### config.mk
export PLATFORM = sky130hd
export DESIGN_NAME = brg_ps2wb_rfifo
export DESIGN_NICKNAME = d
export VERILOG_FILES = /design/src/rtl/brg_ps2wb_rfifo.sv
export SDC_FILE = /design/constraint.sdc
export NUM_CORES = 1
export LEC_CHECK = 0
export ABC_AREA = 0
export CAP_MARGIN = 20
export CORE_MARGIN = 2
export CORE_UTILIZATION = 40
export CTS_BUF_LIST = sky130_fd_sc_hd__clkbuf_4
export CTS_CLUSTER_SIZE = 16
export DETAILED_ROUTE_END_ITERATION = 10
export REMOVE_ABC_BUFFERS = 1
export SLEW_MARGIN = 20
export SYNTH_ARGS = -nofsm -noshare
export SYNTH_HDL_FRONTEND = slang
export SYNTH_SLANG_ARGS = --single-unit
### constraint.sdc
create_clock -name clk -period 5.69 [get_ports clk]
set_clock_uncertainty 0.1 [all_clocks]
set_input_delay 0.569 -clock clk [delete_from_list [all_inputs] [get_ports clk]]
set_output_delay 0.569 -clock clk [all_outputs]
set_load 0.02 [all_outputs]
### src/rtl/brg_ps2wb_rfifo.sv
// PSRAM-to-Wishbone read FIFO: RAM storage with a registered read, followed by a first-word-fall-through output stage.
// Optional macro BRG_RFIFO_ERR_EN enables the sticky overflow/underflow flag on err.
module brg_ps2wb_rfifo #(
  parameter int ADDR_WIDTH = 4,
  parameter int DATA_WIDTH = 32
) (
  input  logic                  clk,
  input  logic                  resetn,
  input  logic                  flush,
  input  logic                  ps_rvalid,
  input  logic [DATA_WIDTH-1:0] ps_rdata,
  output logic                  ps_rready,
  output logic                  dout_valid,
  output logic [DATA_WIDTH-1:0] dout,
  input  logic                  dout_ready,
  output logic [ADDR_WIDTH:0]   level,
  output logic                  err
);

  localparam int DEPTH = 2 ** ADDR_WIDTH;
  localparam int PW    = ADDR_WIDTH + 1;

  typedef enum logic [1:0] {
    ST_EMPTY = 2'd0,
    ST_FETCH = 2'd1,
    ST_VALID = 2'd2
  } state_e;

  logic [DATA_WIDTH-1:0] mem_q [DEPTH];
  logic [DATA_WIDTH-1:0] rdata_q;
  logic [PW-1:0]         wr_ptr_q, wr_ptr_d;
  logic [PW-1:0]         rd_ptr_q, rd_ptr_d;
  state_e                state_q, state_d;
  logic [DATA_WIDTH-1:0] dout_q, dout_d;
  logic                  dout_valid_q, dout_valid_d;
  logic                  full_s, empty_s, push_s, rd_en_s;

  // Pointers differ only in the wrap bit when every RAM entry is occupied.
  assign full_s  = (wr_ptr_q[ADDR_WIDTH] != rd_ptr_q[ADDR_WIDTH]) &&
                   (wr_ptr_q[ADDR_WIDTH-1:0] == rd_ptr_q[ADDR_WIDTH-1:0]);
  assign empty_s = (wr_ptr_q == rd_ptr_q);
  assign push_s  = ps_rvalid && !full_s && !flush;

  assign ps_rready  = !full_s;
  assign level      = wr_ptr_q - rd_ptr_q;
  assign dout_valid = dout_valid_q;
  assign dout       = dout_q;

  // Output-stage next state, read issue and head-word capture.
  always_comb begin
    state_d      = state_q;
    dout_d       = dout_q;
    dout_valid_d = dout_valid_q;
    rd_en_s      = 1'b0;
    case (state_q)
      ST_EMPTY: begin
        if (!empty_s) begin
          rd_en_s = 1'b1;
          state_d = ST_FETCH;
        end else begin
          state_d = ST_EMPTY;
        end
      end
      ST_FETCH: begin
        dout_d       = rdata_q;
        dout_valid_d = 1'b1;
        state_d      = ST_VALID;
      end
      ST_VALID: begin
        if (dout_ready) begin
          dout_valid_d = 1'b0;
          if (!empty_s) begin
            rd_en_s = 1'b1;
            state_d = ST_FETCH;
          end else begin
            state_d = ST_EMPTY;
          end
        end else begin
          dout_valid_d = 1'b1;
          state_d      = ST_VALID;
        end
      end
      default: begin
        dout_valid_d = 1'b0;
        state_d      = ST_EMPTY;
      end
    endcase
    // Flush wins over any same-cycle read issue or pop.
    if (flush) begin
      state_d      = ST_EMPTY;
      dout_valid_d = 1'b0;
      dout_d       = '0;
      rd_en_s      = 1'b0;
    end else begin
      state_d = state_d;
    end
  end

  // Pointer update.
  always_comb begin
    wr_ptr_d = wr_ptr_q;
    rd_ptr_d = rd_ptr_q;
    if (flush) begin
      wr_ptr_d = '0;
      rd_ptr_d = '0;
    end else begin
      if (push_s) begin
        wr_ptr_d = wr_ptr_q + PW'(1'b1);
      end else begin
        wr_ptr_d = wr_ptr_q;
      end
      if (rd_en_s) begin
        rd_ptr_d = rd_ptr_q + PW'(1'b1);
      end else begin
        rd_ptr_d = rd_ptr_q;
      end
    end
  end

  // Control and output registers.
  always_ff @(posedge clk or negedge resetn) begin
    if (!resetn) begin
      wr_ptr_q     <= '0;
      rd_ptr_q     <= '0;
      state_q      <= ST_EMPTY;
      dout_q       <= '0;
      dout_valid_q <= 1'b0;
    end else begin
      wr_ptr_q     <= wr_ptr_d;
      rd_ptr_q     <= rd_ptr_d;
      state_q      <= state_d;
      dout_q       <= dout_d;
      dout_valid_q <= dout_valid_d;
    end
  end

  // Storage RAM: one write port, one registered read port; contents survive reset.
  always_ff @(posedge clk) begin
    if (push_s) begin
      mem_q[wr_ptr_q[ADDR_WIDTH-1:0]] <= ps_rdata;
    end
    if (rd_en_s) begin
      rdata_q <= mem_q[rd_ptr_q[ADDR_WIDTH-1:0]];
    end
  end

`ifdef BRG_RFIFO_ERR_EN
  logic err_q, err_d;

  // Sticky overflow/underflow detection, cleared only by flush or reset.
  always_comb begin
    if (flush) begin
      err_d = 1'b0;
    end else begin
      err_d = err_q | (ps_rvalid & full_s) | (dout_ready & !dout_valid_q);
    end
  end

  // Error flag register.
  always_ff @(posedge clk or negedge resetn) begin
    if (!resetn) begin
      err_q <= 1'b0;
    end else begin
      err_q <= err_d;
    end
  end

  assign err = err_q;
`else
  assign err = 1'b0;
`endif

endmodule

# --- Word-level counts from Yosys, hierarchy flattened ---
# Memory sizes are Yosys's and may differ from the RTL's. A register that Yosys moved wholly into a read port is not among the register bits.
# Cells that the tools add are included.
op_classes:
  addsub: 3
  mul: 0
  div_mod_pow: 0
  order_cmp: 0
  eq_ne: 6
  shifts: 0
  muxes: 19
  n_bitwise: 0
  reduce_logical: 9
op_table:
  columns: ["op", "count"]
  rows:
  - ["$mux 32", 2]
  - ["$mux 5", 4]
  - ["$add 5x1->5 const B", 2]
  - ["$mux 1", 8]
  - ["$pmux 2 s3", 1]
  - ["$reduce_bool 2->1", 3]
  - ["$eq 5x5->1", 1]
  - ["$sub 5x5->5", 1]
  - ["$eq 4x4->1", 1]
  - ["$mux 2", 2]
  - ["$logic_and 1x1->1", 3]
  - ["$pmux 1 s3", 1]
  - ["$eq 2x1->1 const B", 1]
  - ["$eq 2x2->1 const B", 1]
  - ["$logic_not 1->1", 2]
  - ["$logic_not 2->1", 1]
  - ["$ne 2x2->1 const B", 1]
  - ["$pmux 1 s2", 1]
  - ["$ne 1x1->1", 1]
totals:
  ff_bits: 45
  latch_bits: 0
  mem_bits_rw: 512
  mem_bits_ro: 0
  in_bits: 37
  n_memories: 1
memory_table:
  columns: ["memory", "words", "word_bits", "rd", "rd_ports_with_merged_regs", "write_ports", "line_no", "text"]
  rows:
  - ["mem_q", 16, 32, 1, 1, 1, "29", "logic [DATA_WIDTH-1:0] mem_q [DEPTH];"]

# --- Logic depth before layout (Yosys ltp) ---
logic_depth:
  word_depth: 7
  ltp_mapped: 9
  ltp_nobuf: 7

# --- Least setup slack after synthesis ---
# No wires, ideal clock.
synth_timing:
  path_kind: "reg-to-reg"
  from: "reg rd_ptr_q[3]"
  to: "mem mem_q[3][0], enable pin"
  arrival_time_ps: 4394
  required_time_ps: 5129
  slack_ps: 735
  stages_incl_launch_ff: 10
  path_buffers: 3
  cell_sequence: "dfrtp_1 clkbuf_1 clkbuf_1 inv_1 ha_1 and4_1 clkbuf_1 a211oi_1 nand2_1 nor3_1"
synth_via:
  elab_chain_len: 7
synth_lines:
  columns: ["item", "line_no", "text"]
  rows:
  - ["from (decl)", "32", "logic [PW-1:0] rd_ptr_q, rd_ptr_d;"]
  - ["from (signal assigned)", "130", "rd_ptr_q <= rd_ptr_d;"]
  - ["$eq 4x4->1", "40", "(wr_ptr_q[ADDR_WIDTH-1:0] == rd_ptr_q[ADDR_WIDTH-1:0]);"]
  - ["$logic_and 1x1->1", "39", "assign full_s = (wr_ptr_q[ADDR_WIDTH] != rd_ptr_q[ADDR_WIDTH]) &&"]
  - ["$logic_not 1->1", "42", "assign push_s = ps_rvalid && !full_s && !flush;"]
  - ["$logic_and 1x1->1 (2 in series)", "42", null]
  - ["$mux 1", "139", "if (push_s) begin"]
  - ["$mux 1 (not written as such)", "140", "mem_q[wr_ptr_q[ADDR_WIDTH-1:0]] <= ps_rdata;"]
  - ["to (decl)", "29", null]
# Every way passes these cells.

# --- Worst setup path in the final report ---
layout_timing:
  from: "reg rd_ptr_q[3]"
  to: "mem mem_q[7][21], enable pin"
# The elaborated chain is that of the path after synthesis.

==> results.yml <==
logic_synthesis:
  yosys_most_used_dff: "sky130_fd_sc_hd__edfxtp_1"
  yosys.cell_types.count: 34
  synth_enable_flop_cells: 544
  synth_area_leader_cell: "sky130_fd_sc_hd__edfxtp_1"
  mean_area_per_synthesized_cell_um2: 19.1
  yosys-top-cells-count: "sky130_fd_sc_hd__edfxtp_1 (544), sky130_fd_sc_hd__mux2i_1 (161), sky130_fd_sc_hd__a22oi_1 (96)"
  netlist_area_um2: 22700
  yosysWarnings: 0
  syn-instance-count: 1186
  total_of_flip_flops_plus_latches_after_synthesis: 589
  post-synth-top-area-fraction: 0.720
  post-synth-top-count-cell: "sky130_fd_sc_hd__edfxtp_1"
  ys_seq_area_frac: 0.769
  postSynth.asyncResetShare: 0.0764
  synth.top_cells.by_area: "sky130_fd_sc_hd__edfxtp_1 (72%), sky130_fd_sc_hd__mux2i_1 (7.1%), sky130_fd_sc_hd__mux4_2 (6.3%)"
flow_run:
  max-cap-violations: 0
cts:
  clk_latency_ns: 0.98
  clkSinkCount: 589
  cts_resized: 0
  cts_tree: "built"
  cts_inserted_buffers: 153
  h-tree-depth: 4
  clock-root-buffer: "sky130_fd_sc_hd__clkbuf_4"
  clk_pin_slew_worst_paths_ns: 0.07
  cts_buffer_depth: 3
grt:
  antenna_found_initial: 2
  grt_overflow: 0
  largest_net_degree_at_the_start_of_global_routing: 56
  grt_pass1_vias: 12182
  most_utilized_layer_in_the_global_route_result: "met2"
  globalRouteMet2Util: 0.268
  total_track_usage: 0.173
  grtUsageMet1: 0.232
  grt_pass1_wl_um: 75300
  grt_use_met3: 0.0482
routing:
  route.detailed.vias_per_inst: 5.16
  detailroute.via_count: 11624
  detailedRoute.firstIterationViolations: 872
  remaining_antenna_violation_count_after_routing: 0
  detailedRoute.firstPassIterationCount: 5
  drt_drc_violations_left: 0
  wl_per_cell_um: 21.9
  detail_route.wirelength_um: 49400
place:
  placed_cells_incl_taps: 1977
  port_buffers: 75
  dp.final_hpwl_um: 28000
  preCtsSetupSlack_ns: 1.51
  place.gp.congestion: 0.737
setup_path:
  regToRegStartpoint: "rd_ptr_q[3]$_DFFE_PN0P_"
  crit_path_start: "rd_ptr_q[3]$_DFFE_PN0P_"
  startpoint_type: "flop"
  timing.critical_path.slowest_cell_delay_ns: 0.95
  r2r_cells: 7
  worstPathCellList: "inv_1 -> ha_1 -> and4_1 -> a211oi_1 -> nand2_1 -> nor2_4 -> buf_4"
  critical_path_arrival_ns: 4.73
  cp_num_buf_inv: 2
  cp_data_required_time_ns: 6.22
  terminus_of_the_critical_flop_to_flop_path: "mem_q[7][21]$_DFFE_PP_"
  reg2reg_setup_slack_ns: 1.49
  critical_path.top_delay_family: "simple AND/OR/NAND/NOR gates"
  critPathMaxFanout: 40
  crit_path_top_delay_cell: "sky130_fd_sc_hd__dfrtp_2"
  cp-end-kind: "flop"
  crit_type: "reg2reg"
floorplanning:
  area_of_the_core_um2: 56300
  initial_standard_cell_utilization_of_the_core: 0.403
  die_h_um: 242
  die_x_um: 242
  io_pins: 77
  die_area_um2: 58700
  floorplan.rows: 87
layout:
  syn_to_final_growth_pct: 16.5
  multi_input_comb_area_um2: 4990
  layout.cells.non_filler: 2253
  layout-drive-gt1-share: 0.247
  nets: 1432
  final.fill_count: 4865
  final-seq-area_um2: 17500
sta:
  timing.final.ws_setup_ns: 1.49
  finalMaxSlewViolations: 0
  setup_repair_after_global_routing_missed_its_margin: "false"
  setup_violations: 0
  final.setup.tns_ns: 0
  fmaxAchievable_ghz: 0.238
  min_period_over_period: 0.738
  max_slew_margin: 0.298
  whs_ns: 0.156
  tightest_slew_ns: 1.05
  period_needed_ns: 4.20
  report.final.hold_viol_count: 0
min_path:
  min-delay-start: "flush"
  holdPathEnd: "dout[24]$_DFFE_PN0P_"
  worstHoldPathType: "in2reg"
  holdPathStages: 3
run_status:
  run_status: "finished, final reports clean"
power:
  report.power.total_w: 0.0105
  p_leak_nw: 8.79
  peakVddDrop_mv: 0.290
  power_density_nw_per_um2: 397
## worst reg2reg max path, stage by stage, from the launching register on
cell and delay [ns]:
sky130_fd_sc_hd__dfrtp_2 0.95, sky130_fd_sc_hd__inv_1 0.11, sky130_fd_sc_hd__ha_1 0.37, sky130_fd_sc_hd__and4_1 0.29
sky130_fd_sc_hd__a211oi_1 0.55, sky130_fd_sc_hd__nand2_1 0.37, sky130_fd_sc_hd__nor2_4 0.73, sky130_fd_sc_hd__buf_4 0.39
## flip-flops by register name, indices dropped and copies added (netlist names)
register	count
mem_q	512
dout	32
rdata_q	32
rd_ptr_q	5
wr_ptr_q	5
state_q	2
dout_valid	1
## layout by cell type (no fill, tap or decap), drive strengths merged, types with 2 or more instances in the layout
cell	Yosys	final
diode	0	3
nor2	58	58
clkinv	0	25
a21o	3	3
nand4	2	2
o21ai	3	3
buf	33	32
clkbuf	33	236
mux4	64	64
nor3	6	6
xor2	2	2
a211oi	3	3
a22oi	96	96
edfxtp	544	544
inv	13	17
bufinv	0	2
dfrtp	45	45
xnor2	10	10
nand3	34	34
nor2b	2	2
clkdlybuf4s50	0	73
nand2	42	42
mux2i	161	161
ha	13	13
a21oi	9	9
o211ai	2	2
nand2b	2	2
## cell families after synthesis
logic type      synth area share
buf+inv                   0.0176
compound gates            0.0372
fa+ha+maj                0.00805
other cells             0.000165
simple gates              0.0283
mux                        0.134
flops                      0.769
xor+xnor                 0.00496
## timing repair
| action | 4_1_cts | 5_1_grt |
|---|---|---|
| hold endpoints to repair | 45 | 0 |
| setup buffers | 0 | 0 |
| hold buffers | 1 | 0 |
## per-stage QoR
step / util / cell area (µm²)
6_report: 0.470 / 26500
5_1_grt: 0.470 / 26400
4_1_cts: 0.468 / 26400
3_5_place_dp: 0.434 / 24400
3_3_place_gp: 0.433 / 24400
2_1_floorplan: - / 22400
## cell type report
| class | instances | area share |
|---|---|---|
| Antenna cell | 3 | 0.000284 |
| Timing Repair Buffer | 106 | 0.0395 |
| Tap cell | 756 | 0.0358 |
| Sequential cell | 589 | 0.660 |
| Clock inverter | 32 | 0.00672 |
| Multi-Input combinational cell | 518 | 0.189 |
| Inverter | 13 | 0.00184 |
| Clock buffer | 236 | 0.0670 |
## worst max path at each step
stage | cells past startpoint | end
final | 7 | mem_q[7][21]$_DFFE_PP_
after global routing | 7 | mem_q[7][4]$_DFFE_PP_
after CTS | 7 | mem_q[7][1]$_DFFE_PP_
after detailed placement | 7 | mem_q[7][1]$_DFFE_PP_
after global placement | 7 | mem_q[7][21]$_DFFE_PP_
after floorplan | 5 | mem_q[3][0]$_DFFE_PP_
## metal layers
layer | wire length [µm] | part of all wire
met3 | 2820 | 0.057
met1 | 21800 | 0.44
met5 | 0 | 0
met4 | 1170 | 0.024
met2 | 23600 | 0.48
## power breakdown
| part | internal, W | leakage [nW] | switching, W |
|---|---|---|---|
| combinational | 0.000805 | 2.10 | 0.00107 |
| clock | 0.00196 | 1.17 | 0.00164 |
| sequential | 0.00494 | 5.52 | 0.0000818 |
| total | 0.00771 | 8.79 | 0.00279 |
Power figures use the tool's default switching activity.
